`config.mk`:
```
export PLATFORM = sky130hd
export DESIGN_NAME = shift_reg_universal
export DESIGN_NICKNAME = d
export VERILOG_FILES = /design/src/rtl/shift_reg_universal_pkg.sv /design/src/rtl/shift_reg_universal_shift_core.sv /design/src/rtl/shift_reg_universal.sv
export SDC_FILE = /design/constraint.sdc
export NUM_CORES = 1
export LEC_CHECK = 0
export ABC_CLOCK_PERIOD_IN_PS = 2700
export CORE_MARGIN = 2
export CORE_UTILIZATION = 44
export DETAILED_ROUTE_END_ITERATION = 8
export GPL_TIMING_DRIVEN = 0
export PLACE_DENSITY = 0.75
export SLEW_MARGIN = 10
export SYNTH_ARGS = -nofsm -noshare
export SYNTH_HDL_FRONTEND = slang
export SYNTH_SLANG_ARGS = --single-unit
```
`constraint.sdc`:
```
create_clock -name clk -period 2.7 [get_ports clk]
set_clock_uncertainty 0.05 [all_clocks]
set_input_delay 0.675 -clock clk [delete_from_list [all_inputs] [get_ports clk]]
set_output_delay 0.675 -clock clk [all_outputs]
set_load 0.02 [all_outputs]
```
`src/rtl/shift_reg_universal_pkg.sv`:
```
// Shared encodings for the universal shift register: register ops, FSM states
// and burst directions, plus the mapping from a burst direction to a shift op.
package shift_reg_universal_pkg;

    localparam logic [1:0] MODE_HOLD = 2'b00;
    localparam logic [1:0] MODE_SHR  = 2'b01;
    localparam logic [1:0] MODE_SHL  = 2'b10;
    localparam logic [1:0] MODE_LOAD = 2'b11;

    localparam logic [0:0] ST_IDLE  = 1'b0;
    localparam logic [0:0] ST_BURST = 1'b1;

    localparam logic DIR_RIGHT = 1'b0;
    localparam logic DIR_LEFT  = 1'b1;

    function automatic logic [1:0] burst_op(input logic dir);
        return (dir == DIR_LEFT) ? MODE_SHL : MODE_SHR;
    endfunction

endpackage

```
`src/rtl/shift_reg_universal_shift_core.sv`:
```
// Storage register with hold / shift right / shift left / parallel load,
// built bit-by-bit so each bit only sees its neighbours and the serial inputs.
module shift_core
    import shift_reg_universal_pkg::*;
#(
    parameter int WIDTH = 8
) (
    input  logic             clk,
    input  logic             reset,
    input  logic [1:0]       op,
    input  logic             sdi_l,
    input  logic             sdi_r,
    input  logic [WIDTH-1:0] pdi,
    output logic [WIDTH-1:0] q
);

    logic [WIDTH-1:0] q_reg;
    logic [WIDTH-1:0] q_next;

    generate
        for (genvar gi = 0; gi < WIDTH; gi++) begin : g_bit
            logic from_left;
            logic from_right;

            // End bits take the serial inputs instead of a neighbour.
            if (gi == WIDTH - 1) begin : g_top
                assign from_left = sdi_l;
            end else begin : g_mid_l
                assign from_left = q_reg[gi+1];
            end

            if (gi == 0) begin : g_bot
                assign from_right = sdi_r;
            end else begin : g_mid_r
                assign from_right = q_reg[gi-1];
            end

            assign q_next[gi] = (op == MODE_SHR)  ? from_left  :
                                (op == MODE_SHL)  ? from_right :
                                (op == MODE_LOAD) ? pdi[gi]    :
                                                    q_reg[gi];
        end
    endgenerate

    always_ff @(posedge clk) begin
        if (reset) begin
            q_reg <= '0;
        end else begin
            q_reg <= q_next;
        end
    end

    assign q = q_reg;

endmodule

```
`src/rtl/shift_reg_universal.sv`:
```
// Universal shift register with an autonomous burst engine: the FSM takes
// over the register op for burst_len back-to-back shifts, then pulses done.
module shift_reg_universal
    import shift_reg_universal_pkg::*;
#(
    parameter int WIDTH = 8,
    parameter int LEN_W = 4
) (
    input  logic             clk,
    input  logic             reset,
    input  logic [1:0]       mode,
    input  logic             sdi_l,
    input  logic             sdi_r,
    input  logic [WIDTH-1:0] pdi,
    input  logic             start,
    input  logic             burst_dir,
    input  logic [LEN_W-1:0] burst_len,
    output logic [WIDTH-1:0] pdo,
    output logic             sdo_r,
    output logic             sdo_l,
    output logic             busy,
    output logic             done
);

    logic [0:0]       state_reg, state_next;
    logic [LEN_W-1:0] cnt_reg, cnt_next;
    logic             dir_reg, dir_next;
    logic             busy_reg, busy_next;
    logic             done_reg, done_next;
    logic [1:0]       core_op;
    logic [WIDTH-1:0] q;

    always_comb begin
        state_next = state_reg;
        cnt_next   = cnt_reg;
        dir_next   = dir_reg;
        busy_next  = busy_reg;
        done_next  = 1'b0;
        core_op    = mode;
        case (state_reg)
            ST_IDLE: begin
                // A start request claims the edge: the register holds while the burst is armed.
                if (start) begin
                    core_op = MODE_HOLD;
                    if (burst_len != '0) begin
                        state_next = ST_BURST;
                        cnt_next   = burst_len;
                        dir_next   = burst_dir;
                        busy_next  = 1'b1;
                    end else begin
                        done_next = 1'b1;
                    end
                end
            end
            default: begin
                core_op  = burst_op(dir_reg);
                cnt_next = cnt_reg - LEN_W'(1);
                if (cnt_reg == LEN_W'(1)) begin
                    state_next = ST_IDLE;
                    busy_next  = 1'b0;
                    done_next  = 1'b1;
                end
            end
        endcase
    end

    always_ff @(posedge clk) begin
        if (reset) begin
            state_reg <= ST_IDLE;
            cnt_reg   <= '0;
            dir_reg   <= DIR_RIGHT;
            busy_reg  <= 1'b0;
            done_reg  <= 1'b0;
        end else begin
            state_reg <= state_next;
            cnt_reg   <= cnt_next;
            dir_reg   <= dir_next;
            busy_reg  <= busy_next;
            done_reg  <= done_next;
        end
    end

    shift_core #(
        .WIDTH(WIDTH)
    ) u_core (
        .clk   (clk),
        .reset (reset),
        .op    (core_op),
        .sdi_l (sdi_l),
        .sdi_r (sdi_r),
        .pdi   (pdi),
        .q     (q)
    );

    assign pdo   = q;
    assign sdo_r = q[0];
    assign sdo_l = q[WIDTH-1];
    assign busy  = busy_reg;
    assign done  = done_reg;

endmodule
```
Word level (Yosys, flattened, before mapping):

Cells that the tools add are included.

* register bits after elaboration: 16
* bits in latches: 0
* memories: 0
* output and inout bits: 12
* memory bits (writable): 0
* input bits: 20
* word-level logic and storage cells: 62
* bits in read-only memories: 0

* $mul: 0
* div/mod/pow operators: 0
* shifts and indexed selects: 0
* add/sub/neg operators: 1
* order comparisons: 0
* muxes and demuxes: 42
* reduce and logical (&&, ||, !) cells: 7
* equal/unequal tests: 5
* bitwise gates (word level): 1

Operator list (number)
* $mux 1: 36
* $mux 4: 3
* $mux 2: 3
* $reduce_and 3->1: 2
* $eq 2x2->1 const B: 2
* $eq 4x1->1 const B: 1
* $reduce_bool 2->1: 2
* $reduce_bool 4->1: 1
* $sub 4x1->4 const B: 1
* $reduce_bool 3->1: 1
* $eq 2x1->1 const B: 1
* $ne 2x1->1 const B: 1
* $reduce_and 2->1: 1
* $not 1->1: 1

Logic depth before layout (Yosys ltp):

* depth after elaboration: 6
* mapped depth: 6
* depth with buffers taken out: 6

Cells and area by module:

Synthesis repeated with hierarchy kept, for this count alone.

* cell total of the unflattened synthesis: 87
* area, all modules: 909.6 µm²

Modules (own cells, without submodules)
* shift_reg_universal: instances 1, area each 486.7 µm², seq. area each 160.2 µm², cells an instance 49
* shift_core: instances 1, area each 422.9 µm², seq. area each 160.2 µm², cells an instance 38

Worst setup path after synthesis:

Ideal clock, no wire load.

* path type: input to register
* start point: input burst_len[2]
* end point: register cnt_reg[0]
* cell stages on the path: 4
* required time: 2.584 ns
* arrival time: 1.553 ns
* setup slack: 1.032 ns
* cells stage by stage: or4_4 -> a21oi_4 -> a21oi_1 -> nor2_1

* longest elaborated chain between the ends: 3

RTL lines
* start: declaration: RTL line shift_reg_universal.sv:17 `input logic [LEN_W-1:0] burst_len,`
* $reduce_bool 4->1: RTL line shift_reg_universal.sv:45 `if (burst_len != '0) begin`
* $reduce_bool 2->1 (no source line)
* $reduce_and 2->1 (no source line)
* end signal: assignment: RTL line shift_reg_universal.sv:76 `cnt_reg <= cnt_next;`
* end: declaration: RTL line shift_reg_universal.sv:26 `logic [LEN_W-1:0] cnt_reg, cnt_next;`

Every way passes these cells.
A chain may end at the register's enable or synchronous reset.

Worst setup path in the final report:

* start point: register u_core.q_reg[0] (netlist: u_core.q[0])
* end point: output pdo[0]

RTL lines
* start: declaration: RTL line shift_reg_universal_shift_core.sv:17 `logic [WIDTH-1:0] q_reg;`
* start signal: assignment: RTL line shift_reg_universal_shift_core.sv:49 `q_reg <= q_next;`
* end: declaration: RTL line shift_reg_universal.sv:18 `output logic [WIDTH-1:0] pdo,`

No word-level cell between the ends.

==> flow_metrics.tcl <==
set metrics [dict create \
    status "completed" \
    synth_area_um2 1190 \
    vias 1196 \
    slowest_delay_ns 0.59 \
    synth_top_area_share_pct 26.9 \
    hold_path.class "reg2reg" \
    antenna_cells 0 \
    synth_cell_type_count 38 \
    grt_antenna_before_repair 0 \
    htreeDepth 1 \
    coreArea_um2 2520 \
    powerDensity_nw_per_um2 468 \
    clk_path_buf_depth 2 \
    finalNetCount 203 \
    largest_reg_flops 8 \
    port_buffers 30 \
    ys_warn_count 0 \
    hold_depth 2 \
    p_total_uw 732 \
    async_flop_share_pct 0 \
    hold_violations 0 \
    track_usage_pct 19.7 \
    post_cts_buffers 0 \
    via_per_inst 5.70 \
    cellLeakagePower_uw 0.000604 \
    detail-route-antenna-nets 0 \
    drive_gt1_share_pct 17.8 \
    path_max_fanout 4 \
    cts_buffers 3 \
    syn-num-nets 168 \
    slew_headroom_pct 67.3 \
    worstPathRequired_ns 1.98 \
    synth_seq_cells 16 \
    hpwl_um 2310 \
    report.final.slew_viol_count 0 \
    finalSetupViolations 0 \
    synth.avg_cell_area_um2 8.15 \
    grt_pass1_vias 1163 \
    synth_common_cells "nor2_1, dfxtp_1, a21oi_1" \
    die_w_um 56 \
    max_freq_mhz 466 \
    ir_drop_uv 376 \
    drt-initial-drc-count 28 \
    post-synth-top-count-cell "nor2_1" \
    synth.area.top_cells "dfxtp_1, nor2_1, a21oi_1, a211oi_1, a21o_1" \
    synth_cells 146 \
    initial_utilization_pct 47.2 \
    clk_latency_ns 0.28 \
    dieArea_um2 3140 \
    final.setup.tns_ns 0 \
    ys.flop_type "dfxtp_1" \
    synth_edf_count 0 \
    ys_seq_area_share_pct 26.9 \
    wl_per_cell_um 14.0 \
    crit_path_cell_trace "buf_4 -> clkdlybuf4s50_1" \
    min_period_ns 2.15 \
    cts.sinks 16 \
    rows 18 \
    maxCapViolCount 0 \
    ioPinCount 32 \
    area_delta_synth_final_pct 31.4 \
    crit_type "reg2out" \
    route.detailed.drc 0 \
    cts.repair.resized 0 \
    clk_pin_slew_ns 0.09 \
    synth_area_leader_cell "dfxtp_1" \
    arrival_ns 1.42 \
    totalWireLength_um 2950 \
    gp_congestion 0.816 \
    worstRegToRegCells 4 \
    holdWs_ns 0.433 \
    tightestPinTransition_ns 0.491 \
    min_period_over_period_pct 79.5 \
    critPathCaptureType "output pin" \
    gr-total-overflow 0 \
    cpMaxStageDelayCell "clkdlybuf4s50_1" \
    startpoint_type "flop" \
    grt_pass1_wl_um 5110 \
    rsz0062_at_grt "false" \
    ctsHoldBuffers 0 \
    grt_start_max_net_pins 11 \
    chipHeight_um 56 \
    cts-root-buf "clkbuf_4" \
    drt-pass1-iter-count 4 \
    cts_tree "done" \
]
==> per-stage QoR <==
stage               instance area (µm²)  worst slack (ns)  cells  util (%)
CTS                                1560             0.539    210      62.0
floorplan                          1190              1.03    146         -
detailed placement                 1530             0.346    206      60.6
global route                       1560             0.500    210      62.0
global placement                   1530             0.334    206      60.6
finish                             1560             0.553    210      62.0
==> worst paths after layout <==
kind	startpoint	end	slack [ns]
max reg2reg	state_reg$_SDFF_PP0_	u_core.q[0]$_SDFFE_PP0P_	1.24
max	u_core.q[0]$_SDFFE_PP0P_	pdo[0]	0.55
min reg2reg	busy$_SDFFE_PP0P_	busy$_SDFFE_PP0P_	0.43
min	busy$_SDFFE_PP0P_	busy$_SDFFE_PP0P_	0.43
==> critical path: cells and delay by family, from the launching register on <==
| family | cells | cell delay, ns |
|---|---|---|
| buffers and inverters | 2 | 0.72 |
| flip-flops | 1 | 0.42 |
==> layer usage <==
metal | part of all wire [%] | track usage (%) | vias up
met5 | 0 | 0 | -
met4 | 0.78 | 4.76 | 0
met3 | 5.7 | 4.42 | 4
met2 | 49 | 32.9 | 38
met1 | 45 | 25.5 | 555
li1 | - | - | 599
==> placed cells by master (no fill, tap or decap), types with 2 or more instances in the layout <==
cell type,count
o21bai_1,7
buf_4,5
clkdlybuf4s50_1,30
buf_2,5
a211oi_1,8
nor3_1,3
nor2_1,17
a21oi_2,3
clkbuf_4,3
clkbuf_1,3
nor4_1,3
inv_1,10
nand3_1,2
a21o_1,8
nor4_2,4
a221oi_2,3
nor2b_1,2
dfxtp_1,16
a221oi_1,5
nor3b_1,3
a21oi_1,12
nand2b_1,3
ha_1,2
nand2_1,6
==> cells by family after synthesis <==
logic type / after synthesis / synth area share, %
compound gates: 54 / 36.1
xor+xnor: 1 / 0.736
fa+ha+maj: 2 / 2.10
buf+inv: 23 / 9.36
flops: 16 / 26.9
mux: 1 / 0.841
simple gates: 49 / 24.0
==> cell type report <==
| cell class | count | area (µm²) |
|---|---|---|
| flip-flops and latches | 16 | 320 |
| repair buffers | 30 | 300 |
| plain buffers | 13 | 73.8 |
| fillers | 226 | 958 |
| inverters | 10 | 37.5 |
| clock buffers | 4 | 36.3 |
| multi-input cells | 107 | 758 |
| well taps | 30 | 37.5 |
==> power by group <==
group / total, µW / switching (µW) / internal [µW]
logic: 289 / 145 / 144
registers: 288 / 26.3 / 262
clock network: 155 / 72.9 / 82.0
(Power assumes the default switching activity.)
